<file path="config.mk">
export PLATFORM = sky130hd
export DESIGN_NAME = sc_randgen_arbiter_flat
export DESIGN_NICKNAME = d
export VERILOG_FILES = /design/src/rtl/sc_randgen_arbiter_if.sv /design/src/rtl/sc_randgen_arbiter.sv /design/src/flat_wrapper.sv
export SDC_FILE = /design/constraint.sdc
export NUM_CORES = 1
export LEC_CHECK = 0
export ABC_AREA = 0
export BUFFER_PORTS_ARGS = -buffer_cell sky130_fd_sc_hd__buf_2
export CORE_ASPECT_RATIO = 1.1
export CORE_MARGIN = 1.5
export CORE_UTILIZATION = 57
export CTS_BUF_LIST = sky130_fd_sc_hd__clkbuf_4
export CTS_CLUSTER_SIZE = 16
export DETAILED_ROUTE_END_ITERATION = 8
export PLACE_DENSITY = 0.86
export SYNTH_ARGS = -nofsm -noshare
export SYNTH_HDL_FRONTEND = slang
export SYNTH_SLANG_ARGS = --single-unit
</file>
<file path="constraint.sdc">
create_clock -name SC_RANDGEN_ARBITER_CLOCK_50 -period 1.85 [get_ports SC_RANDGEN_ARBITER_CLOCK_50]
set_input_delay 0.0925 -clock SC_RANDGEN_ARBITER_CLOCK_50 [delete_from_list [all_inputs] [get_ports SC_RANDGEN_ARBITER_CLOCK_50]]
set_output_delay 0.0925 -clock SC_RANDGEN_ARBITER_CLOCK_50 [all_outputs]
set_load 0.05 [all_outputs]
</file>
<file path="src/rtl/sc_randgen_arbiter_if.sv">
// Handshake bundle for the LFSR random-number arbiter: seed load, draw
// requests/acks, drawn value and busy flag.
interface sc_randgen_arbiter_if;
   logic [7:0] SC_RANDGEN_ARBITER_seed_InBUS;
   logic       SC_RANDGEN_ARBITER_seedvalid_In;
   logic [1:0] SC_RANDGEN_ARBITER_req_InBUS;
   logic [1:0] SC_RANDGEN_ARBITER_ack_OutBUS;
   logic [7:0] SC_RANDGEN_ARBITER_data_OutBUS;
   logic       SC_RANDGEN_ARBITER_busy_Out;

   modport master (
      output SC_RANDGEN_ARBITER_seed_InBUS,
      output SC_RANDGEN_ARBITER_seedvalid_In,
      output SC_RANDGEN_ARBITER_req_InBUS,
      input  SC_RANDGEN_ARBITER_ack_OutBUS,
      input  SC_RANDGEN_ARBITER_data_OutBUS,
      input  SC_RANDGEN_ARBITER_busy_Out
   );

   modport slave (
      input  SC_RANDGEN_ARBITER_seed_InBUS,
      input  SC_RANDGEN_ARBITER_seedvalid_In,
      input  SC_RANDGEN_ARBITER_req_InBUS,
      output SC_RANDGEN_ARBITER_ack_OutBUS,
      output SC_RANDGEN_ARBITER_data_OutBUS,
      output SC_RANDGEN_ARBITER_busy_Out
   );
endinterface

</file>
<file path="src/rtl/sc_randgen_arbiter.sv">
// Two-requester round-robin arbiter handing out draws from an 8-bit
// Fibonacci LFSR that advances RANDGEN_STEPS times per draw.
module sc_randgen_arbiter #(
   parameter int RANDGEN_STEPS = 8
) (
   input logic                 SC_RANDGEN_ARBITER_CLOCK_50,
   input logic                 SC_RANDGEN_ARBITER_RESET_InLow,
   sc_randgen_arbiter_if.slave bus
);

   localparam logic [1:0] IDLE = 2'd0;
   localparam logic [1:0] LOAD = 2'd1;
   localparam logic [1:0] STEP = 2'd2;
   localparam logic [1:0] DONE = 2'd3;

   localparam logic [7:0] ZERO_SEED_SUBSTITUTE = 8'h43;

   logic [1:0] state;
   logic [7:0] lfsr;
   logic [7:0] seedHold;
   logic [7:0] dataReg;
   logic [3:0] stepCount;
   logic [1:0] ackReg;
   logic       grant;
   logic       lastGrant;
   logic       pickGrant;
   logic [7:0] lfsrStepped;

   assign lfsrStepped = {lfsr[6:0], lfsr[7] ^ lfsr[5] ^ lfsr[4] ^ lfsr[3]};

   // Round-robin choice: contention goes to whoever was not served last,
   // a lone requester always wins.
   always_comb begin
      pickGrant = 1'b0;
      if (bus.SC_RANDGEN_ARBITER_req_InBUS == 2'b11)
         pickGrant = ~lastGrant;
      else if (bus.SC_RANDGEN_ARBITER_req_InBUS[1])
         pickGrant = 1'b1;
   end

   always_ff @(posedge SC_RANDGEN_ARBITER_CLOCK_50 or negedge SC_RANDGEN_ARBITER_RESET_InLow) begin
      if (!SC_RANDGEN_ARBITER_RESET_InLow) begin
         state     <= IDLE;
         lfsr      <= ZERO_SEED_SUBSTITUTE;
         seedHold  <= 8'h00;
         dataReg   <= 8'h00;
         stepCount <= 4'd0;
         ackReg    <= 2'b00;
         grant     <= 1'b0;
         lastGrant <= 1'b1;
      end else begin
         case (state)
            IDLE: begin
               if (bus.SC_RANDGEN_ARBITER_seedvalid_In) begin
                  seedHold <= bus.SC_RANDGEN_ARBITER_seed_InBUS;
                  state    <= LOAD;
               end else if (|bus.SC_RANDGEN_ARBITER_req_InBUS) begin
                  grant     <= pickGrant;
                  stepCount <= 4'(RANDGEN_STEPS - 1);
                  state     <= STEP;
               end
            end
            LOAD: begin
               // An all-zero LFSR would lock up, so zero is swapped for the reset value.
               lfsr  <= (seedHold == 8'h00) ? ZERO_SEED_SUBSTITUTE : seedHold;
               state <= IDLE;
            end
            STEP: begin
               lfsr <= lfsrStepped;
               if (stepCount == 4'd0) begin
                  dataReg <= lfsrStepped;
                  ackReg  <= grant ? 2'b10 : 2'b01;
                  state   <= DONE;
               end else begin
                  stepCount <= stepCount - 4'd1;
               end
            end
            DONE: begin
               ackReg    <= 2'b00;
               lastGrant <= grant;
               state     <= IDLE;
            end
            default: state <= IDLE;
         endcase
      end
   end

   assign bus.SC_RANDGEN_ARBITER_ack_OutBUS  = ackReg;
   assign bus.SC_RANDGEN_ARBITER_data_OutBUS = dataReg;
   assign bus.SC_RANDGEN_ARBITER_busy_Out    = (state != IDLE);

endmodule

</file>
<file path="src/flat_wrapper.sv">
// flat-port wrapper written by rule: the top's interface ports become plain ports
module sc_randgen_arbiter_flat 
#(
   parameter int RANDGEN_STEPS = 8
)
  (SC_RANDGEN_ARBITER_CLOCK_50, SC_RANDGEN_ARBITER_RESET_InLow, bus_SC_RANDGEN_ARBITER_seed_InBUS, bus_SC_RANDGEN_ARBITER_seedvalid_In, bus_SC_RANDGEN_ARBITER_req_InBUS, bus_SC_RANDGEN_ARBITER_ack_OutBUS, bus_SC_RANDGEN_ARBITER_data_OutBUS, bus_SC_RANDGEN_ARBITER_busy_Out);
  sc_randgen_arbiter_if bus_i ();
  input logic SC_RANDGEN_ARBITER_CLOCK_50;
  input logic SC_RANDGEN_ARBITER_RESET_InLow;
  input wire logic [$bits(bus_i.SC_RANDGEN_ARBITER_seed_InBUS)-1:0] bus_SC_RANDGEN_ARBITER_seed_InBUS;
  input wire logic [$bits(bus_i.SC_RANDGEN_ARBITER_seedvalid_In)-1:0] bus_SC_RANDGEN_ARBITER_seedvalid_In;
  input wire logic [$bits(bus_i.SC_RANDGEN_ARBITER_req_InBUS)-1:0] bus_SC_RANDGEN_ARBITER_req_InBUS;
  output wire logic [$bits(bus_i.SC_RANDGEN_ARBITER_ack_OutBUS)-1:0] bus_SC_RANDGEN_ARBITER_ack_OutBUS;
  output wire logic [$bits(bus_i.SC_RANDGEN_ARBITER_data_OutBUS)-1:0] bus_SC_RANDGEN_ARBITER_data_OutBUS;
  output wire logic [$bits(bus_i.SC_RANDGEN_ARBITER_busy_Out)-1:0] bus_SC_RANDGEN_ARBITER_busy_Out;
  assign bus_i.SC_RANDGEN_ARBITER_seed_InBUS = bus_SC_RANDGEN_ARBITER_seed_InBUS;
  assign bus_i.SC_RANDGEN_ARBITER_seedvalid_In = bus_SC_RANDGEN_ARBITER_seedvalid_In;
  assign bus_i.SC_RANDGEN_ARBITER_req_InBUS = bus_SC_RANDGEN_ARBITER_req_InBUS;
  assign bus_SC_RANDGEN_ARBITER_ack_OutBUS = bus_i.SC_RANDGEN_ARBITER_ack_OutBUS;
  assign bus_SC_RANDGEN_ARBITER_data_OutBUS = bus_i.SC_RANDGEN_ARBITER_data_OutBUS;
  assign bus_SC_RANDGEN_ARBITER_busy_Out = bus_i.SC_RANDGEN_ARBITER_busy_Out;
  sc_randgen_arbiter #(.RANDGEN_STEPS(RANDGEN_STEPS)) u_core (.SC_RANDGEN_ARBITER_CLOCK_50(SC_RANDGEN_ARBITER_CLOCK_50), .SC_RANDGEN_ARBITER_RESET_InLow(SC_RANDGEN_ARBITER_RESET_InLow), .bus(bus_i));
endmodule
</file>
### Word-level counts from Yosys, hierarchy flattened

Cells that the tools add are included.

| word-level totals | value |
|---|---|
| word-level logic and storage cells | 53 |
| output and inout bits | 11 |
| flip-flop bits (word level) | 34 |

| operators by class | value |
|---|---|
| add/subtract/negate cells | 1 |
| bitwise logic cells | 5 |
| multiplexer cells | 15 |
| equal/unequal tests | 9 |
| reductions and logical operators | 15 |

Operators by type and width:

| kind | count |
|---|---|
| $pmux W8 S2 | 1 |
| $mux W4 | 3 |
| $mux W2 | 5 |
| $logic_not A8 Y1 | 1 |
| $mux W8 | 1 |
| $pmux W4 S2 | 1 |
| $reduce_and A2 Y1 | 4 |
| $reduce_bool A2 Y1 | 4 |
| $eq A2 B2 Y1 const B | 3 |
| $pmux W2 S3 | 1 |
| $logic_not A4 Y1 | 1 |
| $ne A2 B1 Y1 const B | 2 |
| $ne A2 B2 Y1 const B | 2 |
| $pmux W2 S2 | 1 |
| $reduce_and A4 Y1 | 1 |
| $reduce_or A2 Y1 | 2 |
| $sub A4 B1 Y4 const B | 1 |
| $ne A3 B2 Y1 const B | 1 |
| $reduce_and A3 Y1 | 1 |
| $xor A1 B1 Y1 | 3 |
| $eq A2 B1 Y1 const B | 1 |
| $logic_not A2 Y1 | 1 |
| $mux W1 | 2 |
| $not A1 Y1 | 2 |

### Logic depth before layout (Yosys ltp)

Gate-level depths: netlist of run 1.

| logic depth | value |
|---|---|
| depth in word-level cells | 4 |
| depth in mapped cells | 7 |
| depth with buffers taken out | 6 |

### Least setup slack after synthesis of run 1

No wires, ideal clock.

| timing path | value |
|---|---|
| path kind | reg-to-reg |
| from | register u_core.stepCount[0] |
| to | register u_core.dataReg[3] (netlist: u_core.bus.SC_RANDGEN_ARBITER_data_OutBUS[3]) |
| path buffers | 1 |
| cell stages (with the launch flop) | 7 |
| slack | 344 ps |
| clock period less this slack | 1,506 ps |
| arrival time | 1,381 ps |
| data required time | 1,725 ps |
| cell sequence | dfrtp_1 -> inv_1 -> ha_1 -> nor3b_1 -> nand2_1 -> buf_2 -> mux2_2 |

| between the ends | value |
|---|---|
| word-level cells in the longest chain between the ends | 2 |

Ends and longest elaborated chain:

| element | RTL line | source |
|---|---|---|
| start, declared | sc_randgen_arbiter.sv:22 | `logic [3:0] stepCount;` |
| start signal, assigned | sc_randgen_arbiter.sv:59 | `stepCount <= 4'(RANDGEN_STEPS - 1);` |
| start signal, assigned | sc_randgen_arbiter.sv:75 | `stepCount <= stepCount - 4'd1;` |
| $logic_not A4 Y1 | sc_randgen_arbiter.sv:70 | `if (stepCount == 4'd0) begin` |
| $reduce_and A2 Y1 (no line) | -- |  |
| end signal, assigned | sc_randgen_arbiter.sv:71 | `dataReg <= lfsrStepped;` |
| end, declared | sc_randgen_arbiter.sv:21 | `logic [7:0] dataReg;` |

Every way passes these cells.
A chain may end at the register's enable or synchronous reset.

### Worst setup path after layout of run 1

| timing path | value |
|---|---|
| from | register u_core.stepCount[0] |
| to | register u_core.dataReg[5] (netlist: u_core.bus.SC_RANDGEN_ARBITER_data_OutBUS[5]) |

Same word-level chain as after synthesis.

==> results of run 1 <==
[synthesized netlist by cell type, types with 3 or more instances]
cell type / number
mux2i_1: 5
inv_1: 9
dfrtp_1: 30
ha_1: 5
xnor2_1: 3
o22ai_1: 4
buf_2: 4
a21oi_1: 13
o21ai_0: 6
nand2_1: 11
mux2_2: 14
nor3_1: 4
nor2_1: 13
dfstp_2: 4
[metrics by stage]
stage / power, mW / utilization / setup slack [ns] / hold WS, ns / std cells
2_1_floorplan: 2.32 / - / 0.344 / -0.203 / 149
3_3_place_gp: 2.56 / 0.650 / 0.256 / 0.183 / 202
3_5_place_dp: 2.66 / 0.650 / 0.167 / 0.196 / 202
4_1_cts: 3.11 / 0.709 / 0.149 / 0.0526 / 220
5_1_grt: 3.33 / 0.709 / 0.0277 / 0.0634 / 220
6_report: 3.11 / 0.709 / 0.146 / 0.0624 / 220
[layer usage]
metal  track usage  up-vias  routed length [um]
met4         0.139        0                  81
met1         0.273      606                1360
met3        0.0838        8                 189
li1              -      598                   -
met5             0        -                   0
met2         0.373       43                1620
[sequential cells by signal, summed over array words and instances (netlist names)]
signal                                     cells
u_core.bus.SC_RANDGEN_ARBITER_data_OutBUS      8
u_core.lfsr                                    8
u_core.seedHold                                8
u_core.stepCount                               4
u_core.bus.SC_RANDGEN_ARBITER_ack_OutBUS       2
u_core.state                                   2
u_core.grant                                   1
u_core.lastGrant                               1
[worst max-delay path, stage by stage, from the launching register on]
cell     delay [ns]
dfrtp_1        0.39
inv_1          0.10
ha_1           0.21
nor3b_1        0.31
nand2_1        0.12
buf_4          0.19
mux2_2         0.28
[path summary, 6_finish.rpt]
kind                                                                             to  cells past startpoint
max                        u_core.bus.SC_RANDGEN_ARBITER_data_OutBUS[5]$_DFFE_PN0P_                      6
min in group asynchronous                                u_core.lfsr[7]$_DFFE_PN0P_                      2
max reg2reg                u_core.bus.SC_RANDGEN_ARBITER_data_OutBUS[5]$_DFFE_PN0P_                      6
min reg2reg                u_core.bus.SC_RANDGEN_ARBITER_data_OutBUS[2]$_DFFE_PN0P_                      2
min                                                        u_core.grant$_DFFE_PN0P_                      3
max in group asynchronous   u_core.bus.SC_RANDGEN_ARBITER_ack_OutBUS[0]$_DFFE_PN0P_                      2
[area by class of cell]
class / count / area share
inverter: 9 / 0.0175
clock buffer: 8 / 0.0311
sequential: 34 / 0.443
timing repair buffer: 36 / 0.123
multi-input combinational: 100 / 0.364
tap: 33 / 0.0214
[power by group]
| part | total (mW) | internal, mW | switching, mW |
|---|---|---|---|
| logic | 1.38 | 0.589 | 0.794 |
| registers | 1.29 | 1.06 | 0.229 |
| clock network | 0.433 | 0.195 | 0.238 |
| total | 3.11 | 1.85 | 1.26 |
[repair_timing]
item / in CTS / in global routing
gates resized for setup: 0 / 0
setup buffers: 0 / 0
hold buffers: 10 / 0
endpoints found under the hold margin: 39 / 0
[cell families (layout without fill, tap and decap cells)]
family / count (synthesis) / count (layout) / synth area share
and+or+nand+nor: 41 / 41 / 0.133
DFF: 34 / 34 / 0.527
AOI/OAI and AO/OA: 32 / 32 / 0.119
muxes: 19 / 19 / 0.128
buffers and inverters: 15 / 53 / 0.0385
adders and majority gates: 5 / 5 / 0.0386
xor gates and xnor gates: 3 / 3 / 0.0162
==> run_results.csv, run 1 <==
group,metric,value,unit
outcome,status,"complete, no violations",
clock_network,clock_path_buffers,2,
synthesis,synth_top_cell_by_area,"dfrtp_1",
worst_setup_path,r2r_setup_slack,0.15,ns
worst_setup_path,critPathArrivalTime,1.94,ns
run,cap_violations,0,
grt,overflow,0,
clock_network,clk_pin_slew,0.10,ns
floorplanning,rows,20,
clock_network,clkSinkCount,34,
synthesis,yosysWarnings,0,
clock_network,cts-root-buf,"clkbuf_4",
sta,slew_violations,0,
synthesis,syn_area,0.00162,mm2
pwr,p_leak,0.905,nW
pwr,peakVddDrop,0.000952,V
finish,nNetsFinal,204,
sta,fin_crit,1.70,ns
worst_setup_path,cp-startpoint,"u_core.stepCount[0]$_DFFE_PN0P_",
worst_setup_path,worstSetupPathType,"reg -> reg",
finish,final_area,0.00193,mm2
floorplanning,start_util,0.595,
sta,slew_headroom,0.514,
finish,syn_to_final_growth,19.1,%
place,place_congestion,0.835,
routing,ant_nets,0,
synthesis,syn_nets,167,
routing,drt_iter0_drc,13,
sta,fin_worst_skew,0.0127,ns
place,dpl.hpwl,2320,um
worst_setup_path,crit_fanout,11,
synthesis,synth_seq_cells,34,
floorplanning,die_w,53.9,um
floorplanning,die_h,59.0,um
synthesis,synth_area_per_cell,10.9,um2
grt,antenna_found_initial,0,
finish,final_common_cell,"dfrtp_1",
synthesis,synth_edf_count,0,
synthesis,async_flop_share,1.00,
finish,regArea,856,um2
worst_setup_path,worstSetupEndpointType,"flop",
sta,rsz0062_at_grt,"no",
sta,setup_viol,0,
routing,post-route-drc-count,0,
clock_network,cts_tree,"yes",
synthesis,yosysSeqAreaShare,0.527,
clock_network,cts_htree_levels,2,
place,placed_area,0.00177,mm2
grt,grt_pass1_wl,5240,um
clock_network,clock_latency,0.35,ns
worst_setup_path,start_kind,"flop",
sta,timing_hold_violations_final,0,
grt,grt_usage,0.237,
sta,finalCritPeriodShare,0.921,
synthesis,synth_area_leaders,"dfrtp_1, mux2_2, dfstp_2",
pwr,power_density,1610,mW/mm2
sta,finalSetupTns,0,ns
synthesis,yosys_most_used_dff,"dfrtp_1",
routing,drt-total-wl,3240,um
finish,layout_common_cells,"dfrtp_1, buf_2, mux2_2",
routing,vias,1255,
floorplanning,die_area,0.00318,mm2
grt,grt_max_degree,35,
finish,fill_cells,218,
synthesis,synthDistinctLibCells,34,
finish,drive_gt1_frac,0.299,
synthesis,netlist_instances,149,
synthesis,yosysTopAreaCellShare,0.463,
sta,max_slew.worst_pin.slew,0.730,ns
worst_setup_path,r2r-start,"u_core.stepCount[0]$_DFFE_PN0P_",
routing,firstDrtPassIters,4,
floorplanning,num_io_pins,24,
grt,grt_pass1_vias,1259,
min_path,hold_path.class,"in -> reg",
min_path,min_from,"bus_SC_RANDGEN_ARBITER_req_InBUS[1]",
finish,n_antenna_cell,0,
finish,multi_input_area,704,um2
clock_network,numCtsBuffers,5,
routing,wl_per_cell,14.7,um
place,io_buffers,23,
worst_setup_path,cp.required,2.08,ns
routing,post_drt_via_cell_ratio,5.70,
sta,maxClockFrequency,0.587,GHz
floorplanning,core_area,0.00273,mm2
Note: power is estimated with default switching activity, not from simulation.
==> run 2, diff against run 1 <==
CORE_UTILIZATION = 55   (was 57)
PLACE_DENSITY = 0.83   (was 0.86)
==> run 2 against run 1 <==
Core utilization shrank 1.7 points. Sequential power is essentially flat. Register-to-register slack gained 0.02 ns. Largest cell class unchanged.
==> run_results.csv, run 2 (synthesized netlist as in run 1, its figures left out) <==
group,metric,value,unit
worst_setup_path,cp_cell_sequence,"inv_1 -> ha_1 -> nor3b_1 -> nand2_1 -> buf_4 -> mux2_2",
routing,post_drt_via_cell_ratio,5.52,
floorplanning,num_io_pins,24,
sta,whs,0.0663,ns
worst_setup_path,max_stage_delay,0.39,ns
sta,max_slew.worst_pin.slew,0.736,ns
finish,layout_common_cells,"dfrtp_1, buf_2, mux2_2",
sta,finalSetupTns,0,ns
min_path,hold_path.class,"in -> reg",
place,place_congestion,0.822,
grt,overflow,0,
floorplanning,rows,20,
finish,n_antenna_cell,0,
grt,grt_pass1_vias,1231,
floorplanning,core_area,0.00278,mm2
grt,grt_max_degree,35,
routing,post-route-drc-count,0,
routing,wl_per_cell,13.8,um
clock_network,clock_latency,0.34,ns
worst_setup_path,worstSetupEndpointType,"flop",
floorplanning,die_w,54.8,um
grt,antenna_found_initial,0,
finish,drive_gt1_frac,0.290,
worst_setup_path,cpMaxStageDelayCell,"dfrtp_1",
worst_setup_path,critPathBufInv,2,
floorplanning,die_h,60.0,um
sta,rsz0062_at_grt,"no",
sta,slew_violations,0,
pwr,p_leak,0.897,nW
sta,fin_worst_skew,0.0168,ns
finish,final_cell_count_no_fill,219,
clock_network,numCtsBuffers,5,
place,io_buffers,23,
place,dp_cells,202,
run,cap_violations,0,
worst_setup_path,critPathArrivalTime,1.90,ns
finish,fill_cells,184,
finish,multi_input_area,704,um2
clock_network,cts-root-buf,"clkbuf_4",
sta,maxClockFrequency,0.595,GHz
clock_network,cts_resized,0,
worst_setup_path,critPathTopFamily,"simple AND/OR/NAND/NOR gates",
sta,fin_crit,1.68,ns
pwr,peakVddDrop,0.000989,V
finish,final_area,0.00192,mm2
sta,slew_headroom,0.509,
sta,timing_hold_violations_final,0,
sta,finalCritPeriodShare,0.909,
grt,grt_usage,0.225,
sta,setup_viol,0,
finish,nNetsFinal,204,
worst_setup_path,cp.required,2.07,ns
place,dpl.hpwl,2160,um
routing,vias,1208,
routing,firstDrtPassIters,4,
outcome,status,"complete, no violations",
clock_network,cts_tree,"yes",
grt,grt_pass1_wl,5150,um
routing,drt-total-wl,3010,um
routing,ant_nets,0,
pwr,power_density,1580,mW/mm2
place,placed_area,0.00177,mm2
floorplanning,start_util,0.584,
finish,regArea,856,um2
routing,drt_iter0_drc,40,
worst_setup_path,crit_fanout,11,
pwr,total_power,3.03,mW
clock_network,clk_pin_slew,0.11,ns
clock_network,cts_htree_levels,2,
worst_setup_path,worstSetupPathType,"reg -> reg",
clock_network,clock_path_buffers,2,
clock_network,clkSinkCount,34,
worst_setup_path,start_kind,"flop",
finish,final_common_cell,"dfrtp_1",
floorplanning,die_area,0.00329,mm2
finish,syn_to_final_growth,18.4,%
## run 2: cell count changes in the layout (fill, tap and decap cells not counted), sizes merged
cell,delta
clkbuf,-2
clkinv,+1
## run 2: cell type report
cell class | instances | area share
sequential | 34 | 0.445
multi-input combinational | 100 | 0.367
timing repair buffer | 36 | 0.124
clock buffer | 6 | 0.0234
tap | 33 | 0.0215
inverter | 9 | 0.0176
clock inverter | 1 | 0.00195
## run 2: report_power, final
part           internal, mW  switching (mW)  total [mW]
sequential             1.06           0.225        1.29
clock                 0.152           0.228       0.381
combinational         0.589           0.778        1.37
## run 2: repair_timing
action	in CTS	in global routing
endpoints found under the hold margin	39	0
hold buffers	10	0
setup buffers	0	0
## run 2: final timing paths
check,start,cells after the start,slack (ns),end
worst min-delay path,bus_SC_RANDGEN_ARBITER_req_InBUS[1],3,0.07,u_core.grant$_DFFE_PN0P_
min in group asynchronous,SC_RANDGEN_ARBITER_RESET_InLow,2,0.33,u_core.lfsr[5]$_DFFE_PN0P_
max in group asynchronous,SC_RANDGEN_ARBITER_RESET_InLow,2,1.03,u_core.state[1]$_DFFE_PN0P_
worst min register to register,u_core.bus.SC_RANDGEN_ARBITER_data_OutBUS[7]$_DFFE_PN0P_,2,0.48,u_core.bus.SC_RANDGEN_ARBITER_data_OutBUS[7]$_DFFE_PN0P_
worst max-delay path,u_core.stepCount[0]$_DFFE_PN0P_,6,0.17,u_core.bus.SC_RANDGEN_ARBITER_data_OutBUS[5]$_DFFE_PN0P_
worst max register to register,u_core.stepCount[0]$_DFFE_PN0P_,6,0.17,u_core.bus.SC_RANDGEN_ARBITER_data_OutBUS[5]$_DFFE_PN0P_
## run 2: worst reg2reg max path: cells and delay by family, from the launching register on
kind,cells,cell delay [ns]
AND/OR/NAND/NOR,2,0.41
adder cells (fa/ha/maj),1,0.21
buffers and inverters,2,0.28
flip-flops,1,0.39
multiplexers,1,0.27
## run 2: per-layer routing
layer	global-route usage	part of all wire	vias up
met1	0.274	0.46	574
met5	0	0	-
li1	-	-	592
met3	0.0550	0.035	10
met4	0.146	0.031	0
met2	0.349	0.47	32
## run 2: per-stage QoR
| step | worst slack, ns | utilization |
|---|---|---|
| 2_1_floorplan | 0.344 | - |
| 3_3_place_gp | 0.274 | 0.638 |
| 3_5_place_dp | 0.216 | 0.638 |
| 4_1_cts | 0.187 | 0.692 |
| 5_1_grt | 0.0333 | 0.692 |
| 6_report | 0.168 | 0.692 |
==> run 3, diff against run 2 <==
RECOVER_POWER = 25   (was default)
==> run 3 against run 2 <==
Clock-buffer cell count stayed put. Sequential share of layout area stayed put. Global-route usage stayed put. Non-clock buffer count stayed put. Register-to-register slack hardly changed. Wire length stayed put. Core utilization stayed put. Critical endpoint unchanged. Largest cell class unchanged. Largest power group unchanged. Highest routed layer unchanged.
==> run_results.csv, run 3 (synthesized netlist as in run 1, its figures left out) <==
group,metric,value,unit
outcome,status,"complete, no violations",
routing,post-route-drc-count,0,
place,dp_cells,202,
worst_setup_path,worstSetupPathType,"reg -> reg",
grt,grt_pass1_wl,5150,um
worst_setup_path,worstSetupEndpointType,"flop",
floorplanning,start_util,0.584,
grt,grt_max_degree,35,
routing,drt-total-wl,3010,um
worst_setup_path,max_stage_delay,0.39,ns
routing,drt_iter0_drc,40,
worst_setup_path,r2r-start,"u_core.stepCount[0]$_DFFE_PN0P_",
run,cap_violations,0,
grt,grt_usage,0.225,
floorplanning,die_area,0.00329,mm2
sta,maxClockFrequency,0.595,GHz
sta,finalCritPeriodShare,0.909,
floorplanning,num_io_pins,24,
finish,final_common_cell,"dfrtp_1",
finish,syn_to_final_growth,18.4,%
place,place_congestion,0.822,
finish,final_core_util,0.692,
grt,overflow,0,
worst_setup_path,critPathArrivalTime,1.90,ns
clock_network,clkSinkCount,34,
routing,post_drt_via_cell_ratio,5.52,
place,placed_area,0.00177,mm2
pwr,power_density,1580,mW/mm2
clock_network,cts-root-buf,"clkbuf_4",
place,io_buffers,23,
floorplanning,rows,20,
sta,setup_viol,0,
sta,max_slew.worst_pin.slew,0.819,ns
clock_network,clock_path_buffers,2,
routing,ant_nets,0,
grt,antenna_found_initial,0,
clock_network,clock_latency,0.34,ns
clock_network,cts_resized,0,
grt,grt_pass1_vias,1231,
pwr,peakVddDrop,0.000991,V
worst_setup_path,cp-startpoint,"u_core.stepCount[0]$_DFFE_PN0P_",
worst_setup_path,cp_cell_sequence,"inv_1 -> ha_1 -> nor3b_1 -> nand2_1 -> buf_4 -> mux2_2",
worst_setup_path,cpMaxStageDelayCell,"dfrtp_1",
clock_network,clk_pin_slew,0.11,ns
clock_network,numCtsBuffers,5,
sta,fin_worst_skew,0.0168,ns
worst_setup_path,critPathTopFamily,"simple AND/OR/NAND/NOR gates",
floorplanning,die_w,54.8,um
finish,drive_gt1_frac,0.290,
routing,firstDrtPassIters,4,
worst_setup_path,critPathBufInv,2,
finish,nNetsFinal,204,
clock_network,cts_htree_levels,2,
routing,vias,1209,
routing,wl_per_cell,13.8,um
place,dpl.hpwl,2160,um
floorplanning,core_area,0.00278,mm2
worst_setup_path,start_kind,"flop",
sta,whs,0.0662,ns
sta,finalSetupTns,0,ns
finish,layout_common_cells,"dfrtp_1, buf_2, mux2_2",
worst_setup_path,cp.required,2.07,ns
sta,fin_crit,1.68,ns
worst_setup_path,crit_fanout,11,
min_path,hold_path.class,"in -> reg",
min_path,min_from,"bus_SC_RANDGEN_ARBITER_req_InBUS[1]",
floorplanning,die_h,60.0,um
sta,slew_headroom,0.454,
finish,final_area,0.00192,mm2
sta,slew_violations,0,
finish,n_antenna_cell,0,
clock_network,cts_tree,"yes",
finish,final_cell_count_no_fill,219,
pwr,p_leak,0.898,nW
sta,rsz0062_at_grt,"no",
sta,timing_hold_violations_final,0,
[run 3: changes by cell type in the layout (fill, tap and decap cells not counted), sizes merged]
cell,previous run,this run
buf,26,25
clkbuf,6,7
[run 3: what timing repair did]
| action | 4_1_cts | 5_1_grt |
|---|---|---|
| hold buffers | 10 | 0 |
| endpoints found under the setup margin | 0 | 0 |
| buffers inserted | 0 | 0 |
| hold endpoints to repair | 39 | 0 |
[run 3: tightest hold or removal path: stages]
cell,delay (ns)
buf_2,0.12
nand2b_1,0.06
a31oi_1,0.08
[run 3: metrics by stage]
stage / power, mW / setup slack (ns)
6_report: 3.03 / 0.168
2_1_floorplan: 2.32 / 0.344
3_3_place_gp: 2.56 / 0.274
5_1_grt: 3.25 / 0.0333
3_5_place_dp: 2.64 / 0.216
4_1_cts: 3.05 / 0.187
[run 3: routing by layer]
layer | track usage | share of wire | wire length [um]
met1 | 0.274 | 0.46 | 1380
met2 | 0.349 | 0.47 | 1430
met3 | 0.0550 | 0.036 | 109
met4 | 0.146 | 0.031 | 92
met5 | 0 | 0 | 0
[run 3: path summary, 6_finish.rpt]
| check | endpoint | slack [ns] | cells after the start |
|---|---|---|---|
| max in group asynchronous | u_core.state[1]$_DFFE_PN0P_ | 0.96 | 2 |
| max reg2reg | u_core.bus.SC_RANDGEN_ARBITER_data_OutBUS[5]$_DFFE_PN0P_ | 0.17 | 6 |
| min reg2reg | u_core.bus.SC_RANDGEN_ARBITER_data_OutBUS[7]$_DFFE_PN0P_ | 0.48 | 2 |
| max | u_core.bus.SC_RANDGEN_ARBITER_data_OutBUS[5]$_DFFE_PN0P_ | 0.17 | 6 |
| min in group asynchronous | u_core.lfsr[5]$_DFFE_PN0P_ | 0.37 | 2 |
| min | u_core.grant$_DFFE_PN0P_ | 0.07 | 3 |
[run 3: layout make-up]
| class | count | area, um2 |
|---|---|---|
| multi-input cells | 100 | 704 |
| clock inverters | 1 | 3.75 |
| inverters | 9 | 33.8 |
| clock buffers | 6 | 45.0 |
| repair buffers | 36 | 238 |
| fillers | 184 | 856 |
| flip-flops and latches | 34 | 856 |
| well taps | 33 | 41.3 |
[run 3: power by group]
part           switching, mW  total [mW]  internal (mW)
combinational          0.779        1.37          0.589
clock                  0.228       0.381          0.152
sequential             0.225        1.29           1.06
